$ cat src/rtl/pipelined_addsub_if.sv
// Handshake bundle for pipelined_addsub: an operand stream (a, b, sub,
// carryin under in_valid/in_ready) and a result stream (res, carryout,
// overflow under out_valid/out_ready).
interface pipelined_addsub_if #(
    parameter int WIDTH = 32
);
    logic             in_valid;
    logic             in_ready;
    logic [WIDTH-1:0] a;
    logic [WIDTH-1:0] b;
    logic             sub;
    logic             carryin;
    logic             out_valid;
    logic             out_ready;
    logic [WIDTH-1:0] res;
    logic             carryout;
    logic             overflow;

    // Operand source and result sink side
    modport master (
        output in_valid, a, b, sub, carryin, out_ready,
        input  in_ready, out_valid, res, carryout, overflow
    );

    // Adder side
    modport slave (
        input  in_valid, a, b, sub, carryin, out_ready,
        output in_ready, out_valid, res, carryout, overflow
    );
endinterface

$ cat src/rtl/pipelined_addsub.sv
// Pipelined two's-complement adder/subtractor.
//
// The WIDTH-bit carry chain is cut into STAGES chunks of CW = WIDTH/STAGES
// bits; stage k adds chunk k using the carry registered by stage k-1 (stage 0
// uses carryin). The whole pipeline advances together whenever the output
// register is empty or being consumed, so a stall freezes every stage.
//
// Operand a travels as a rotating word: each stage shifts the unconsumed a
// bits down by CW and drops its finished result chunk in at the top, so after
// the last stage the word is exactly the result. The inverted-or-not b
// operand shrinks by CW bits per stage and is not stored in the last stage.
//
// Optional feature macro: ADDSUB_SAT_EN. When defined, a result with signed
// overflow is replaced by the signed saturation value (0111..1 for positive
// overflow, 1000..0 for negative); overflow and carryout are still reported
// as computed. When undefined, res wraps modulo 2^WIDTH.
module pipelined_addsub #(
    parameter int WIDTH  = 32,
    parameter int STAGES = 4
) (
    input  logic             clk,
    input  logic             reset,
    pipelined_addsub_if.slave io
);
    localparam int CW = WIDTH / STAGES;

    // Whole pipeline moves when the output slot is free or being drained.
    logic advance;

    genvar gi;
    generate
        for (gi = 0; gi < STAGES; gi++) begin : g_stage
            // Width of the b bits still to be consumed entering this stage.
            localparam int BW = WIDTH - gi * CW;

            logic             v_q;     // stage holds a live operation
            logic [WIDTH-1:0] a_q;     // {finished result chunks, unconsumed a bits}
            logic             c_q;     // carry out of this stage's chunk

            logic             v_in;
            logic [WIDTH-1:0] a_in;
            logic [BW-1:0]    b_in;
            logic             c_in;
            logic [CW:0]      sum;
            logic [WIDTH-1:0] a_d;

            if (gi == 0) begin : g_src
                assign v_in = io.in_valid;
                assign a_in = io.a;
                assign b_in = io.b ^ {WIDTH{io.sub}};
                assign c_in = io.carryin;
            end else begin : g_src
                assign v_in = g_stage[gi-1].v_q;
                assign a_in = g_stage[gi-1].a_q;
                assign b_in = g_stage[gi-1].g_mid.b_q;
                assign c_in = g_stage[gi-1].c_q;
            end

            // Chunk adder: one extra bit catches the carry for the next stage.
            assign sum = {1'b0, a_in[CW-1:0]} + {1'b0, b_in[CW-1:0]} + {{CW{1'b0}}, c_in};

            // Rotate: drop the consumed a chunk, insert the result chunk on top.
            assign a_d = (a_in >> CW) | (WIDTH'(sum[CW-1:0]) << (WIDTH - CW));

            if (gi < STAGES - 1) begin : g_mid
                logic [BW-CW-1:0] b_q;  // b bits not yet added

                // Hand the partial result, remaining b bits and chunk carry onward.
                always_ff @(posedge clk) begin
                    if (reset) begin
                        v_q <= 1'b0;
                        a_q <= '0;
                        b_q <= '0;
                        c_q <= 1'b0;
                    end else if (advance) begin
                        v_q <= v_in;
                        a_q <= a_d;
                        b_q <= b_in[BW-1:CW];
                        c_q <= sum[CW];
                    end
                end
            end else begin : g_last
                logic             ovf_q;
                logic             msb_cin;  // carry into bit WIDTH-1
                logic             ovf_d;
                logic [WIDTH-1:0] res_d;

                // The top bit of this chunk is bit WIDTH-1 of the full word;
                // its incoming carry is recovered from the sum bit.
                assign msb_cin = a_in[CW-1] ^ b_in[CW-1] ^ sum[CW-1];
                assign ovf_d   = msb_cin ^ sum[CW];

`ifdef ADDSUB_SAT_EN
                logic [WIDTH-1:0] sat_neg;
                logic [WIDTH-1:0] sat_pos;
                assign sat_neg = WIDTH'(1) << (WIDTH - 1);
                assign sat_pos = ~sat_neg;
                // On overflow both operands share a's sign, which picks the rail.
                assign res_d = !ovf_d ? a_d : (a_in[CW-1] ? sat_neg : sat_pos);
`else
                assign res_d = a_d;
`endif

                // Output register: updates only on advance, so it is frozen
                // while a result waits for the consumer.
                always_ff @(posedge clk) begin
                    if (reset) begin
                        v_q   <= 1'b0;
                        a_q   <= '0;
                        c_q   <= 1'b0;
                        ovf_q <= 1'b0;
                    end else if (advance) begin
                        v_q   <= v_in;
                        a_q   <= res_d;
                        c_q   <= sum[CW];
                        ovf_q <= ovf_d;
                    end
                end
            end
        end
    endgenerate

    assign advance      = !g_stage[STAGES-1].v_q || io.out_ready;
    assign io.in_ready  = advance;
    assign io.out_valid = g_stage[STAGES-1].v_q;
    assign io.res       = g_stage[STAGES-1].a_q;
    assign io.carryout  = g_stage[STAGES-1].c_q;
    assign io.overflow  = g_stage[STAGES-1].g_last.ovf_q;
endmodule
$ cat src/flat_wrapper.sv
// flat-port wrapper written by rule: the top's interface ports become plain ports
module pipelined_addsub_flat 
#(
    parameter int WIDTH  = 32,
    parameter int STAGES = 4
)
  (clk, reset, io_in_valid, io_a, io_b, io_sub, io_carryin, io_out_ready, io_in_ready, io_out_valid, io_res, io_carryout, io_overflow);
  pipelined_addsub_if #(.WIDTH(WIDTH)) io_i ();
  input  logic clk;
  input  logic reset;
  input wire logic [$bits(io_i.in_valid)-1:0] io_in_valid;
  input wire logic [$bits(io_i.a)-1:0] io_a;
  input wire logic [$bits(io_i.b)-1:0] io_b;
  input wire logic [$bits(io_i.sub)-1:0] io_sub;
  input wire logic [$bits(io_i.carryin)-1:0] io_carryin;
  input wire logic [$bits(io_i.out_ready)-1:0] io_out_ready;
  output wire logic [$bits(io_i.in_ready)-1:0] io_in_ready;
  output wire logic [$bits(io_i.out_valid)-1:0] io_out_valid;
  output wire logic [$bits(io_i.res)-1:0] io_res;
  output wire logic [$bits(io_i.carryout)-1:0] io_carryout;
  output wire logic [$bits(io_i.overflow)-1:0] io_overflow;
  assign io_i.in_valid = io_in_valid;
  assign io_i.a = io_a;
  assign io_i.b = io_b;
  assign io_i.sub = io_sub;
  assign io_i.carryin = io_carryin;
  assign io_i.out_ready = io_out_ready;
  assign io_in_ready = io_i.in_ready;
  assign io_out_valid = io_i.out_valid;
  assign io_res = io_i.res;
  assign io_carryout = io_i.carryout;
  assign io_overflow = io_i.overflow;
  pipelined_addsub #(.WIDTH(WIDTH), .STAGES(STAGES)) u_core (.clk(clk), .reset(reset), .io(io_i));
endmodule
$ cat config.mk
export PLATFORM = sky130hd
export DESIGN_NAME = pipelined_addsub_flat
export DESIGN_NICKNAME = d
export VERILOG_FILES = /design/src/rtl/pipelined_addsub_if.sv /design/src/rtl/pipelined_addsub.sv /design/src/flat_wrapper.sv
export SDC_FILE = /design/constraint.sdc
export NUM_CORES = 1
export LEC_CHECK = 0
export CORE_MARGIN = 1.5
export CORE_UTILIZATION = 59
export DETAILED_ROUTE_END_ITERATION = 12
export GPL_ROUTABILITY_DRIVEN = 0
export GPL_TIMING_DRIVEN = 0
export PLACE_DENSITY = 0.85
export SLEW_MARGIN = 20
export SYNTH_ARGS = -nofsm -noshare
export SYNTH_HDL_FRONTEND = slang
export SYNTH_SLANG_ARGS = --single-unit
$ cat constraint.sdc
create_clock -name clk -period 6.9 [get_ports clk]
set_input_delay 1.38 -clock clk [delete_from_list [all_inputs] [get_ports clk]]
set_output_delay 1.38 -clock clk [all_outputs]
set_load 0.02 [all_outputs]
=== Word level (Yosys, flattened, before mapping) ===
Index checks and enable logic that the tools add are counted.

* Register bits after elaboration: 185
* Input bits: 70
* Output and inout bits: 36
* Word-level logic and storage cells: 34

* Add/subtract/negate cells: 8
* Bitwise operators: 8
* Reduce and logical (&&, ||, !) cells: 2

{| class="wikitable"
|+ Operators with widths
! cell !! number
|-
| $or A24 B32 Y32 || 4
|-
| $add A8 B8 Y9 || 4
|-
| $add A9 B1 Y9 || 4
|-
| $xor A32 B32 Y32 || 1
|-
| $xor A1 B1 Y1 || 3
|-
| $logic_not A1 Y1 || 1
|-
| $logic_or A1 B1 Y1 || 1
|}

=== Depth between registers and ports, before layout ===
* Depth after elaboration: 4
* Gate-level depth with buffers: 10
* Depth with buffers taken out: 8

=== Worst setup path before layout ===
OpenSTA, ideal clock, no wires.

* Path type: input to register
* From: input io_sub
* To: register u_core.g_stage[0].c_q
* Cell stages on the path: 10
* Data arrival time: 3399 ps
* Slack: 3415 ps
* Cells stage by stage: buf_2 -> buf_2 -> xnor2_1 -> fa_1 -> fa_1 -> nand2b_1 -> a31oi_1 -> o21a_1 -> o21ai_0 -> a211oi_1

* Word-level cells in the longest chain between the ends: 3

{| class="wikitable"
|+ Ends and longest elaborated chain
! item !! RTL line !! text
|-
| from (decl) || flat_wrapper.sv:14 || <nowiki>input wire logic [$bits(io_i.sub)-1:0] io_sub;</nowiki>
|-
| $xor A32 B32 Y32 || pipelined_addsub.sv:50 || <nowiki>assign b_in = io.b ^ {WIDTH{io.sub}};</nowiki>
|-
| $add A8 B8 Y9 || pipelined_addsub.sv:60 || <nowiki>assign sum = {1'b0, a_in[CW-1:0]} + {1'b0, b_in[CW-1:0]} + {{CW{1'b0}}, c_in};</nowiki>
|-
| $add A9 B1 Y9 || pipelined_addsub.sv:60 ||
|-
| to (signal assigned) || pipelined_addsub.sv:79 || <nowiki>c_q <= sum[CW];</nowiki>
|-
| to (decl) || pipelined_addsub.sv:38 || <nowiki>logic c_q;</nowiki>
|}

No other way between the ends.
A chain may end at the register's enable or synchronous reset.

=== Worst setup path in the final report ===
* From: input io_out_ready
* To: output io_in_ready

* Word-level cells in the longest chain between the ends: 1

{| class="wikitable"
|+ Ends and longest elaborated chain
! item !! RTL line !! text
|-
| from (decl) || flat_wrapper.sv:16 || <nowiki>input wire logic [$bits(io_i.out_ready)-1:0] io_out_ready;</nowiki>
|-
| $logic_or A1 B1 Y1 || pipelined_addsub.sv:123 || <nowiki>assign advance = !g_stage[STAGES-1].v_q || io.out_ready;</nowiki>
|-
| to (decl) || flat_wrapper.sv:17 || <nowiki>output wire logic [$bits(io_i.in_ready)-1:0] io_in_ready;</nowiki>
|}

No other way between the ends.

==> impl_metrics.tcl <==
set metrics [dict create \
    status "finished, final reports clean" \
    worstSetupStartpointType "input pin" \
    synth_seq_cells 185 \
    initial_utilization_pct 60.6 \
    arrival_ns 3.48 \
    dieArea_sq_um 14300 \
    period_minus_slack_ns 4.86 \
    crit_chain "clkdlybuf4s50_1, nor2b_1, buf_2, inv_1, buf_6, buf_6, buf_2, clkdlybuf4s50_1" \
    swShare_pct 24.2 \
    drt-initial-drc-count 677 \
    power_leakage_nw 3.95 \
    die_h_um 120 \
    dp.final_hpwl_um 15400 \
    rr_worst_depth 7 \
    instances_no_fill 1287 \
    worstMarginPinSlew_ns 0.660 \
    synth_cell_types 41 \
    report.final.slew_viol_count 0 \
    slowest_stage "clkdlybuf4s50_1" \
    gr-total-overflow 0 \
    finClkSkew_ns 0.00448 \
    antenna_cells 0 \
    cp_max_fo 10 \
    syn_inst 978 \
    clock-sinks 185 \
    clk_latency_ns 0.43 \
    clkSlewWorstSetupHoldPaths_ns 0.06 \
    reg2reg_to "u_core.io.overflow$_SDFFE_PP0P_" \
    max_freq_mhz 206 \
    cts_root_buffer "clkbuf_16" \
    pwr-share-comb_pct 12.1 \
    end_kind "output port" \
    post_cts_buffers 0 \
    vias 7323 \
    drcViolationCount 0 \
    synth_adder_area_share_pct 6.37 \
    cp-startpoint "io_out_ready" \
    syn_area_sq_um 8020 \
    cts-resized-gates 0 \
    cts_tree "done" \
    antenna_found_initial 0 \
    internal_power_mw 1.89 \
    p_seq_share_pct 47.5 \
    nets 1206 \
    ir_worst_vdd_v 0.000177 \
    cts_buffer_depth 2 \
    synth_nets 1084 \
    r2r_start "u_core.g_stage[2].g_mid.b_q[0]$_SDFFE_PP0P_" \
    holdPathStages 2 \
    htree_num_levels 4 \
    power_frac_clock_pct 40.4 \
    path_delay_family "buffers and inverters" \
    path_buf_inv 7 \
    setup_viol 0 \
    required_ns 5.52 \
    place_inst 1257 \
    dr.pass1.iters 6 \
    cts-buffers-inserted 17 \
    cap_violations 0 \
    slew_headroom_pct 56.0 \
    boundaryPins 106 \
    via_per_inst 5.69 \
    core_sq_um 13200 \
    core.rowCount 42 \
    p_sw_mw 0.604 \
    hold_viol_final 0 \
    finalCritPeriodShare_pct 70.4 \
    p_per_area_nw_per_um2 252 \
    yosys.area_share.simple_pct 20.1 \
    synth_top_family_by_area "simple AND/OR/NAND/NOR gates" \
    worst_hold_startpoint "u_core.io.res[15]$_SDFFE_PP0P_" \
    yosys_warnings 0 \
    rsz0062_at_grt "false" \
    min_path_type "reg -> reg" \
    area_delta_synth_final_pct 23.1 \
    whs_ns 0.448 \
    io_buffers 103 \
    hold_end "u_core.io.res[15]$_SDFFE_PP0P_" \
    synth_compound_area_share_pct 17.7 \
    drive_gt1_share_pct 6.39 \
    ant_nets 0 \
    wl_um 21000 \
    grt_pass1_wl_um 33800 \
    cts_hold_buf 0 \
    grt_pass1_vias 6840 \
    critical_path_class "in -> out" \
    routedWlPerCell_um 16.3 \
    power.total_mw 2.49 \
    grt_max_degree 17 \
    synthXorXnorAreaFrac_pct 3.93 \
    grt_use_total_pct 30.1 \
    finalSetupTns_ns 0 \
    avgSynthCellArea_sq_um 8.20 \
    synth_mux_area_share_pct 0.499 \
    worst_path_largest_cell_delay_ns 0.65 \
    r2r_slack_ns 4.34 \
    seq_area_frac_synth_pct 46.2 \
    dieWidth_um 120 \
]
## final cells by class
cell class / instances / area (sq um)
multi-input combinational: 709 / 3900
sequential: 185 / 3700
fill: 1018 / 3370
timing repair buffer: 103 / 1030
clock buffer: 23 / 488
buffer: 70 / 365
tap: 176 / 220
clock inverter: 7 / 116
inverter: 14 / 52.6
## power by group through the flow
stage	combinational (mW)	clock [mW]	sequential (mW)
final	0.302	1.01	1.18
after global routing	0.331	1.05	1.19
after CTS	0.298	1.00	1.18
after detailed placement	0.294	0	1.20
after global placement	0.286	0	1.20
after floorplan	0.179	0	1.20
## worst max path at each step
stage	endpoint	depth (start not counted)
2_1_floorplan	u_core.g_stage[0].c_q$_SDFFE_PP0P_	10
3_3_place_gp	io_in_ready	8
3_5_place_dp	io_in_ready	8
4_1_cts	io_in_ready	8
5_1_grt	io_in_ready	8
6_report	io_in_ready	8
## metal layers
metal | vias to the layer above | share of wire [%] | track usage [%]
li1 | 3544 | - | -
met2 | 359 | 47 | 48.4
met4 | 0 | 2.6 | 11.8
met5 | - | 0 | 0
met1 | 3372 | 41 | 39.6
met3 | 48 | 9.4 | 6.56
## cell usage in the layout, fill, tap and decap left out, types with 5 or more instances in the layout
cell type / instances
a21oi_1: 147
xor2_1: 9
o21ai_0: 15
or4_1: 5
a31oi_1: 6
nand2b_1: 5
dfxtp_1: 185
clkbuf_1: 24
a211oi_1: 38
a21o_1: 8
nand3_1: 21
nand2_1: 273
nor3_1: 7
xnor2_1: 27
inv_1: 14
o211ai_1: 5
o21ai_1: 5
or3_1: 5
ha_1: 28
buf_4: 12
nor4b_1: 7
buf_2: 22
nor2_1: 54
buf_1: 10
clkbuf_16: 17
fa_1: 8
clkdlybuf4s50_1: 103
## worst min-delay path, cell delays in order, from the launching register on
cell and delay [ns]:
dfxtp_1 0.31, nand2_1 0.05, a21oi_1 0.05
## cells in the mapped netlist, drive strengths merged
library cell    n  share of area, %
nand2         273                13
dfxtp         185                46
a21oi         147               9.2
nor2           54               2.5
buf            48               3.5
a211oi         40               3.9
ha             28               4.4
xnor2          27               2.9
clkbuf         22               1.0
nand3          21               1.3
o21ai          20               1.2
inv            14              0.66
a21o            9              0.86
xor2            9              0.98
fa              8               2.0
nor3            7              0.44
nor4b           7              0.76
a31oi           6              0.47
nand2b          5              0.39
o211ai          5              0.47
or3             5              0.39
or4             5              0.47
mux2i           4              0.50
nor2b           4              0.31
o21bai          4              0.37
a211o           3              0.33
and2            3              0.23
nand4           3              0.23
o21a            3              0.28
a22o            2              0.22
a31o            2              0.22
and3            2              0.16
a221oi          1              0.11
nand3b          1             0.094
o31ai           1             0.094
## state kept, by name, indices dropped and copies added (netlist names)
signal and cells:
u_core.g_stage.a_q 96, u_core.g_stage.g_mid.b_q 48, u_core.io.res 32, u_core.g_stage.c_q 3
u_core.g_stage.v_q 3, u_core.io.carryout 1, u_core.io.out_valid 1, u_core.io.overflow 1
## stage by stage
step	worst slack (ns)	utilization [%]	instance area, sq um
after floorplan	3.42	-	8020
after global placement	2.08	70.0	9270
after detailed placement	2.08	70.0	9270
after CTS	2.06	74.6	9870
after global routing	1.99	74.6	9870
final	2.04	74.6	9870
## logic make-up after synthesis
logic type	Yosys count
buf+inv	84
simple gates	390
mux	4
fa+ha+maj	36
xor+xnor	36
compound gates	243
flops	185
Power figures use the tool's default switching activity.
